## config.mk

```make
export PLATFORM = sky130hd
export DESIGN_NAME = fetch_decode_pipe
export DESIGN_NICKNAME = d
export VERILOG_FILES = /design/src/rtl/fetch_decode_pipe.sv
export SDC_FILE = /design/constraint.sdc
export NUM_CORES = 2
export LEC_CHECK = 0
export CAP_MARGIN = 40
export CORE_ASPECT_RATIO = 1.1
export CORE_MARGIN = 2
export CORE_UTILIZATION = 30
export CTS_CLUSTER_DIAMETER = 60
export CTS_CLUSTER_SIZE = 25
export DETAILED_ROUTE_END_ITERATION = 12
export DONT_BUFFER_PORTS = 1
export PLACE_DENSITY = 0.55
export RECOVER_POWER = 25
export SYNTH_ARGS = -nofsm -noshare
export SYNTH_HDL_FRONTEND = slang
export SYNTH_SLANG_ARGS = --single-unit
```

## constraint.sdc

```tcl
create_clock -name clk -period 5 [get_ports clk]
set_input_delay 0.25 -clock clk [delete_from_list [all_inputs] [get_ports clk]]
set_output_delay 0.25 -clock clk [all_outputs]
set_load 0.1 [all_outputs]
```

## src/rtl/fetch_decode_pipe.sv

```systemverilog
// Fetch/decode front end: PC register, instruction memory, IF/ID pipeline
// register, register file with PC alias and write-through bypass, and the
// immediate extender that produces the decode-stage operands.
module fetch_decode_pipe #(
   parameter int DATA_W  = 32,
   parameter int IMEM_AW = 6,
   parameter int NREGS   = 16
) (
   input  logic                clk,
   input  logic                reset,
   input  logic                pc_src,
   input  logic [DATA_W-1:0]   result,
   input  logic [1:0]          reg_src,
   input  logic                reg_write,
   input  logic [3:0]          wb_addr,
   input  logic [1:0]          imm_src,
   input  logic                alu_src,
   input  logic                stall,
   input  logic                flush,
   input  logic                imem_we,
   input  logic [IMEM_AW-1:0]  imem_waddr,
   input  logic [31:0]         imem_wdata,
   output logic [DATA_W-1:0]   pc_f,
   output logic [31:0]         instr_d,
   output logic [DATA_W-1:0]   pc_d,
   output logic                valid_d,
   output logic [DATA_W-1:0]   src_a,
   output logic [DATA_W-1:0]   src_b,
   output logic [DATA_W-1:0]   write_data
);

   // The highest register index is not storage: reading it yields pc_d+8.
   localparam logic [3:0] PC_IDX = 4'(NREGS - 1);
   localparam int         IMEM_DEPTH = 1 << IMEM_AW;

   logic [31:0]       imem [0:IMEM_DEPTH-1];
   logic [31:0]       fetch_instr;
   logic [DATA_W-1:0] pc_next;
   logic [DATA_W-1:0] regs [0:NREGS-2];
   logic [DATA_W-1:0] pc_alias;
   logic [3:0]        ra1;
   logic [3:0]        ra2;
   logic [DATA_W-1:0] rd1;
   logic [DATA_W-1:0] rd2;
   logic [DATA_W-1:0] ext_imm;
   logic [31:0]       imm8_word;
   logic [4:0]        rot_amt;
   logic [31:0]       rot_word;
   logic [25:0]       branch_off;

   // Word-addressed fetch; upper PC bits are dropped so addresses alias.
   assign fetch_instr = imem[pc_f[IMEM_AW+1:2]];

   // Program loading is independent of reset so memory survives a reset and
   // can be filled while the pipeline is held in reset.
   always_ff @(posedge clk) begin
      if (imem_we) begin
         imem[imem_waddr] <= imem_wdata;
      end
   end

   // Next fetch address: a taken branch beats a stall, otherwise step by one word.
   always_comb begin
      pc_next = pc_f + DATA_W'(4);
      if (pc_src) begin
         pc_next = result;
      end else if (stall) begin
         pc_next = pc_f;
      end
   end

   // Fetch PC register; reset outranks every other control.
   always_ff @(posedge clk) begin
      if (!reset) begin
         pc_f <= '0;
      end else begin
         pc_f <= pc_next;
      end
   end

   // IF/ID register: a branch or flush squashes the fetched word into a bubble
   // even when a stall is requested, so the wrong-path instruction never lingers.
   always_ff @(posedge clk) begin
      if (!reset) begin
         instr_d <= '0;
         pc_d    <= '0;
         valid_d <= 1'b0;
      end else if (flush || pc_src) begin
         instr_d <= '0;
         pc_d    <= '0;
         valid_d <= 1'b0;
      end else if (!stall) begin
         instr_d <= fetch_instr;
         pc_d    <= pc_f;
         valid_d <= 1'b1;
      end
   end

   // Register file storage; the PC alias and out-of-range indices are not writable.
   always_ff @(posedge clk) begin
      if (!reset) begin
         for (int i = 0; i < NREGS - 1; i++) begin
            regs[i] <= '0;
         end
      end else if (reg_write && (wb_addr < PC_IDX)) begin
         regs[wb_addr] <= result;
      end
   end

   // Read-address selection: port 1 may be forced to the PC alias, port 2 may
   // take the destination field instead of the usual second source field.
   always_comb begin
      ra1 = reg_src[0] ? PC_IDX : instr_d[19:16];
      ra2 = reg_src[1] ? instr_d[15:12] : instr_d[3:0];
   end

   // Value a read of the PC alias returns: decode PC plus two words of prefetch.
   assign pc_alias = pc_d + DATA_W'(8);

   // Read port 1 with write-through so a same-cycle writeback is seen at once.
   always_comb begin
      rd1 = '0;
      if (ra1 == PC_IDX) begin
         rd1 = pc_alias;
      end else if (reg_write && (wb_addr == ra1)) begin
         rd1 = result;
      end else if (ra1 < PC_IDX) begin
         rd1 = regs[ra1];
      end
   end

   // Read port 2, same priority as port 1.
   always_comb begin
      rd2 = '0;
      if (ra2 == PC_IDX) begin
         rd2 = pc_alias;
      end else if (reg_write && (wb_addr == ra2)) begin
         rd2 = result;
      end else if (ra2 < PC_IDX) begin
         rd2 = regs[ra2];
      end
   end

   // Pieces of the immediate formats: rotated 8-bit constant and word branch offset.
   always_comb begin
      imm8_word  = {24'b0, instr_d[7:0]};
      rot_amt    = {instr_d[11:8], 1'b0};
      rot_word   = (imm8_word >> rot_amt) | (imm8_word << (6'd32 - {1'b0, rot_amt}));
      branch_off = {instr_d[23:0], 2'b00};
   end

   // Immediate extender selected by imm_src.
   always_comb begin
      ext_imm = '0;
      case (imm_src)
         2'b00:   ext_imm = DATA_W'(instr_d[7:0]);
         2'b01:   ext_imm = DATA_W'(instr_d[11:0]);
         2'b10:   ext_imm = {{(DATA_W-26){branch_off[25]}}, branch_off};
         default: ext_imm = DATA_W'(rot_word);
      endcase
   end

   // Operand outputs handed to the execute stage.
   always_comb begin
      src_a      = rd1;
      write_data = rd2;
      src_b      = alu_src ? ext_imm : rd2;
   end

endmodule

```

==> flow_summary_export.csv <==
group,metric,value,unit
final_layout,fin_cells,12200,
timing,slew_headroom,-1.25,
drt,wl_per_cell,33.4,um
timing,tightest_slew,3.38,ns
final_layout,drive_gt1_frac,0.240,
clocking,clk_pin_slew_worst_paths,0.08,ns
setup_path,r2r_setup_slack,0.91,ns
floorplanning,die_area,383000,um^2
clocking,cts_buffers,182,
timing,hold_slack,0.0528,ns
place,routabilityCongestion,0.917,
synth,yosysTopAreaCellShare,0.678,
place,numPortBuffers,0,
synth,yosysSeqAreaShare,0.695,
final_layout,areaGrowthSynthToFinish,15.8,%
final_layout,num-fill-cells,35200,
synth,avgSynthCellArea,16.8,um^2
timing,grt_setup_unrepaired,"false",
grt,gr-total-overflow,0,
setup_path,worst_setup_path_start_kind,"flip-flop",
place,dp_cells,11700,
timing,fin_crit_sh,0.946,
clocking,insertion_delay,0.92,ns
setup_path,cp_num_buf_inv,2,
grt,track_usage,0.207,
floorplanning,coreArea,376000,um^2
timing,finalCriticalPeriod,4.73,ns
pwr,leakage,40.4,nW
grt,antenna_found_initial,35,
floorplanning,die_h,649,um
pwr,ir_worst_vdd,272,uV
drt,wl,408,mm
setup_path,cp_slowest_stage_delay,0.76,ns
final_layout,finalNetCount,7135,
setup_path,r2r-start,"pc_f[2]$_SDFFE_PN0N_",
place,hpwl,260,mm
timing,finalSetupViolCount,0,
synth,ys_warn_count,0,
synth,synth_edf_count,2560,
outcome,outcome,"finished with violations",
pwr,power,46.4,mW
timing,setup_tns,0,ns
setup_path,cpLargestDelayFamily,"compound AO/OA/AOI/OAI gates",
setup_path,arrival,4.48,ns
clocking,tritoncts,"yes",
synth,yosys-top-cells-count,"edfxtp_1, mux4_2, and2_1",
setup_path,reg2regPathDepth,10,
setup_path,slowest_stage,"dfxtp_2",
drt,drc,0,
drt,antenna_left,0,
setup_path,path_cells,"inv_1 > ha_2 > mux2i_1 > nand2_1 > o21ai_0 > nor4_1 > o22ai_1 > a211oi_4 > buf_12",
synth,synthCells,6740,
timing,hold_violations,0,
place,placed_cell_area,124000,um^2
hold_path,min_from,"wb_addr[1]",
synth,yosysUniqueCellTypes,84,
synth,synth.ff_latch_count,2657,
drt,avgViaCountPerCell,5.60,
grt,grt_pass1_wl,558,mm
synth,synthTopCellsByArea,"edfxtp_1, mux4_2, and2_1",
setup_path,crit_fanout,30,
clocking,cts_sinks,2657,
floorplanning,num_rows,236,
floorplanning,die_w,590,um
setup_path,r2r-end,"pc_f[30]$_SDFFE_PN0N_",
clocking,h-tree-depth,4,
floorplanning,start_util,0.302,
synth,post-synth-top-count-cell,"edfxtp_1",
outcome,violations,"max-capacitance violations, max-slew violations",
drt,num_vias,68300,
hold_path,hold_end,"regs[1][16]$_SDFFCE_PN0P_",
pwr,power_density,353,nW/um^2
clocking,cts_buffer_depth,4,
final_layout,design_area,131000,um^2
hold_path,hold_class,"in -> reg",
setup_path,crit_cells,9,
timing,drv_slew,1820,
setup_path,critPathRequiredTime,4.75,ns
timing,fin_skew,0.0923,ns
clocking,root_buffer,"clkbuf_16",
timing,fmax,211,MHz
drt,first_pass_iters,6,
final_layout,multi_input_area,33300,um^2
synth,ys.flop_type,"edfxtp_1",
grt,first_global_vias,67000,
grt,grt_start_max_net_pins,143,
final_layout,seq_area,78900,um^2
synth,async_flop_share,0,
hold_path,worstHoldPathCells,3,
setup_path,end_kind,"output port",
synth,synth_top_area_cell,"edfxtp_1",
setup_path,critical_path_class,"reg -> out",
flow_run,cap_violations,28,
synth,synth_area,113000,um^2
floorplanning,ios,279,
drt,initialDrtViolationCount,9018,
[power breakdown]
part	leakage (nW)	internal, mW	total (mW)	switching [mW]
Clock	3.01	7.72	16.3	8.61
Combinational	13.2	1.57	4.97	3.40
Sequential	24.1	24.8	25.1	0.308
[cells in the final DEF (no fill, tap or decap), types with 19 or more instances in the layout]
cell	n
edfxtp_1	2560
mux4_2	594
and2_1	486
buf_4	386
nand2_1	363
o21ai_0	252
mux2i_1	236
clkbuf_16	185
nor2_1	150
a22oi_1	125
nand3_1	108
a21oi_1	99
nor3_1	98
o22ai_1	97
a221oi_1	94
dlygate4sd3_1	83
o221ai_1	73
nor2_4	69
mux2_2	67
buf_12	65
nor2b_1	56
dfxtp_2	45
dfxtp_1	44
a211oi_1	39
buf_16	39
clkbuf_1	37
inv_1	36
xor2_1	34
conb_1	32
xnor2_1	28
a31oi_1	28
inv_8	25
nand4_1	24
nand2b_1	24
diode_2	20
clkinv_4	20
inv_6	20
a2111oi_0	19
a22o_1	19
[stage by stage]
| step | setup WS [ns] | util |
|---|---|---|
| 2_1_floorplan | 0.0541 | - |
| 3_3_place_gp | 0.808 | 0.326 |
| 3_5_place_dp | 1.05 | 0.330 |
| 4_1_cts | 0.106 | 0.351 |
| 5_1_grt | 0.117 | 0.350 |
| 6_report | 0.271 | 0.350 |
[sequential cells by signal, summed over array words and instances (netlist names)]
register	flops
instr_d	32
valid_d	1
regs	512
pc_f	32
imem	2048
pc_d	32
[tightest hold or removal path: stages]
cell and delay (ns):
nand2b_1 0.19, buf_8 0.22, nor3_1 0.06
[area by class of cell]
class                   instances  share of cell area
clock inverters               130              0.0121
repair buffers                626              0.0492
clock buffers                 192              0.0354
diodes                         20            0.000381
multi-input cells            3541               0.254
flip-flops and latches       2657               0.600
inverters                      38             0.00109
well taps                    4998              0.0476
[routing by layer]
| metal | share of wire | track usage | up-vias |
|---|---|---|---|
| met5 | 0.00029 | 0 | - |
| met2 | 0.48 | 0.343 | 3702 |
| met3 | 0.092 | 0.0446 | 772 |
| li1 | - | - | 27600 |
| met4 | 0.042 | 0.0741 | 16 |
| met1 | 0.38 | 0.267 | 36200 |
[what timing repair did]
item,in CTS,in global routing
hold endpoints to repair,2816,0
setup buffers,0,0
resized for setup,0,1
hold buffers,119,0
endpoints found under the setup margin,0,6
[how the worst max path moves through the flow]
stage | from | to | slack [ns]
final | instr_d[8]$_SDFFE_PP0N_ | src_b[30] | 0.27
after CTS | instr_d[8]$_SDFFE_PP0N_ | src_b[30] | 0.11
after global routing | instr_d[8]$_SDFFE_PP0N_ | src_b[30] | 0.12
after detailed placement | instr_d[8]$_SDFFE_PP0N_ | src_b[30] | 1.05
after floorplan | instr_d[3]$_SDFFE_PP0N_ | write_data[7] | 0.05
after global placement | pc_f[2]$_SDFFE_PN0N_ | instr_d[1]$_SDFFE_PP0N_ | 0.81
[cell families after synthesis]
logic type / Yosys count / synth area share
buf+inv: 573 / 0.0226
compound gates: 1041 / 0.0633
flops: 2657 / 0.695
other cells: 1 / 0.0000331
simple gates: 1501 / 0.0682
xor+xnor: 62 / 0.00479
mux: 902 / 0.146
fa+ha+maj: 3 / 0.000331
No activity file was read; power rests on OpenSTA's default activity.
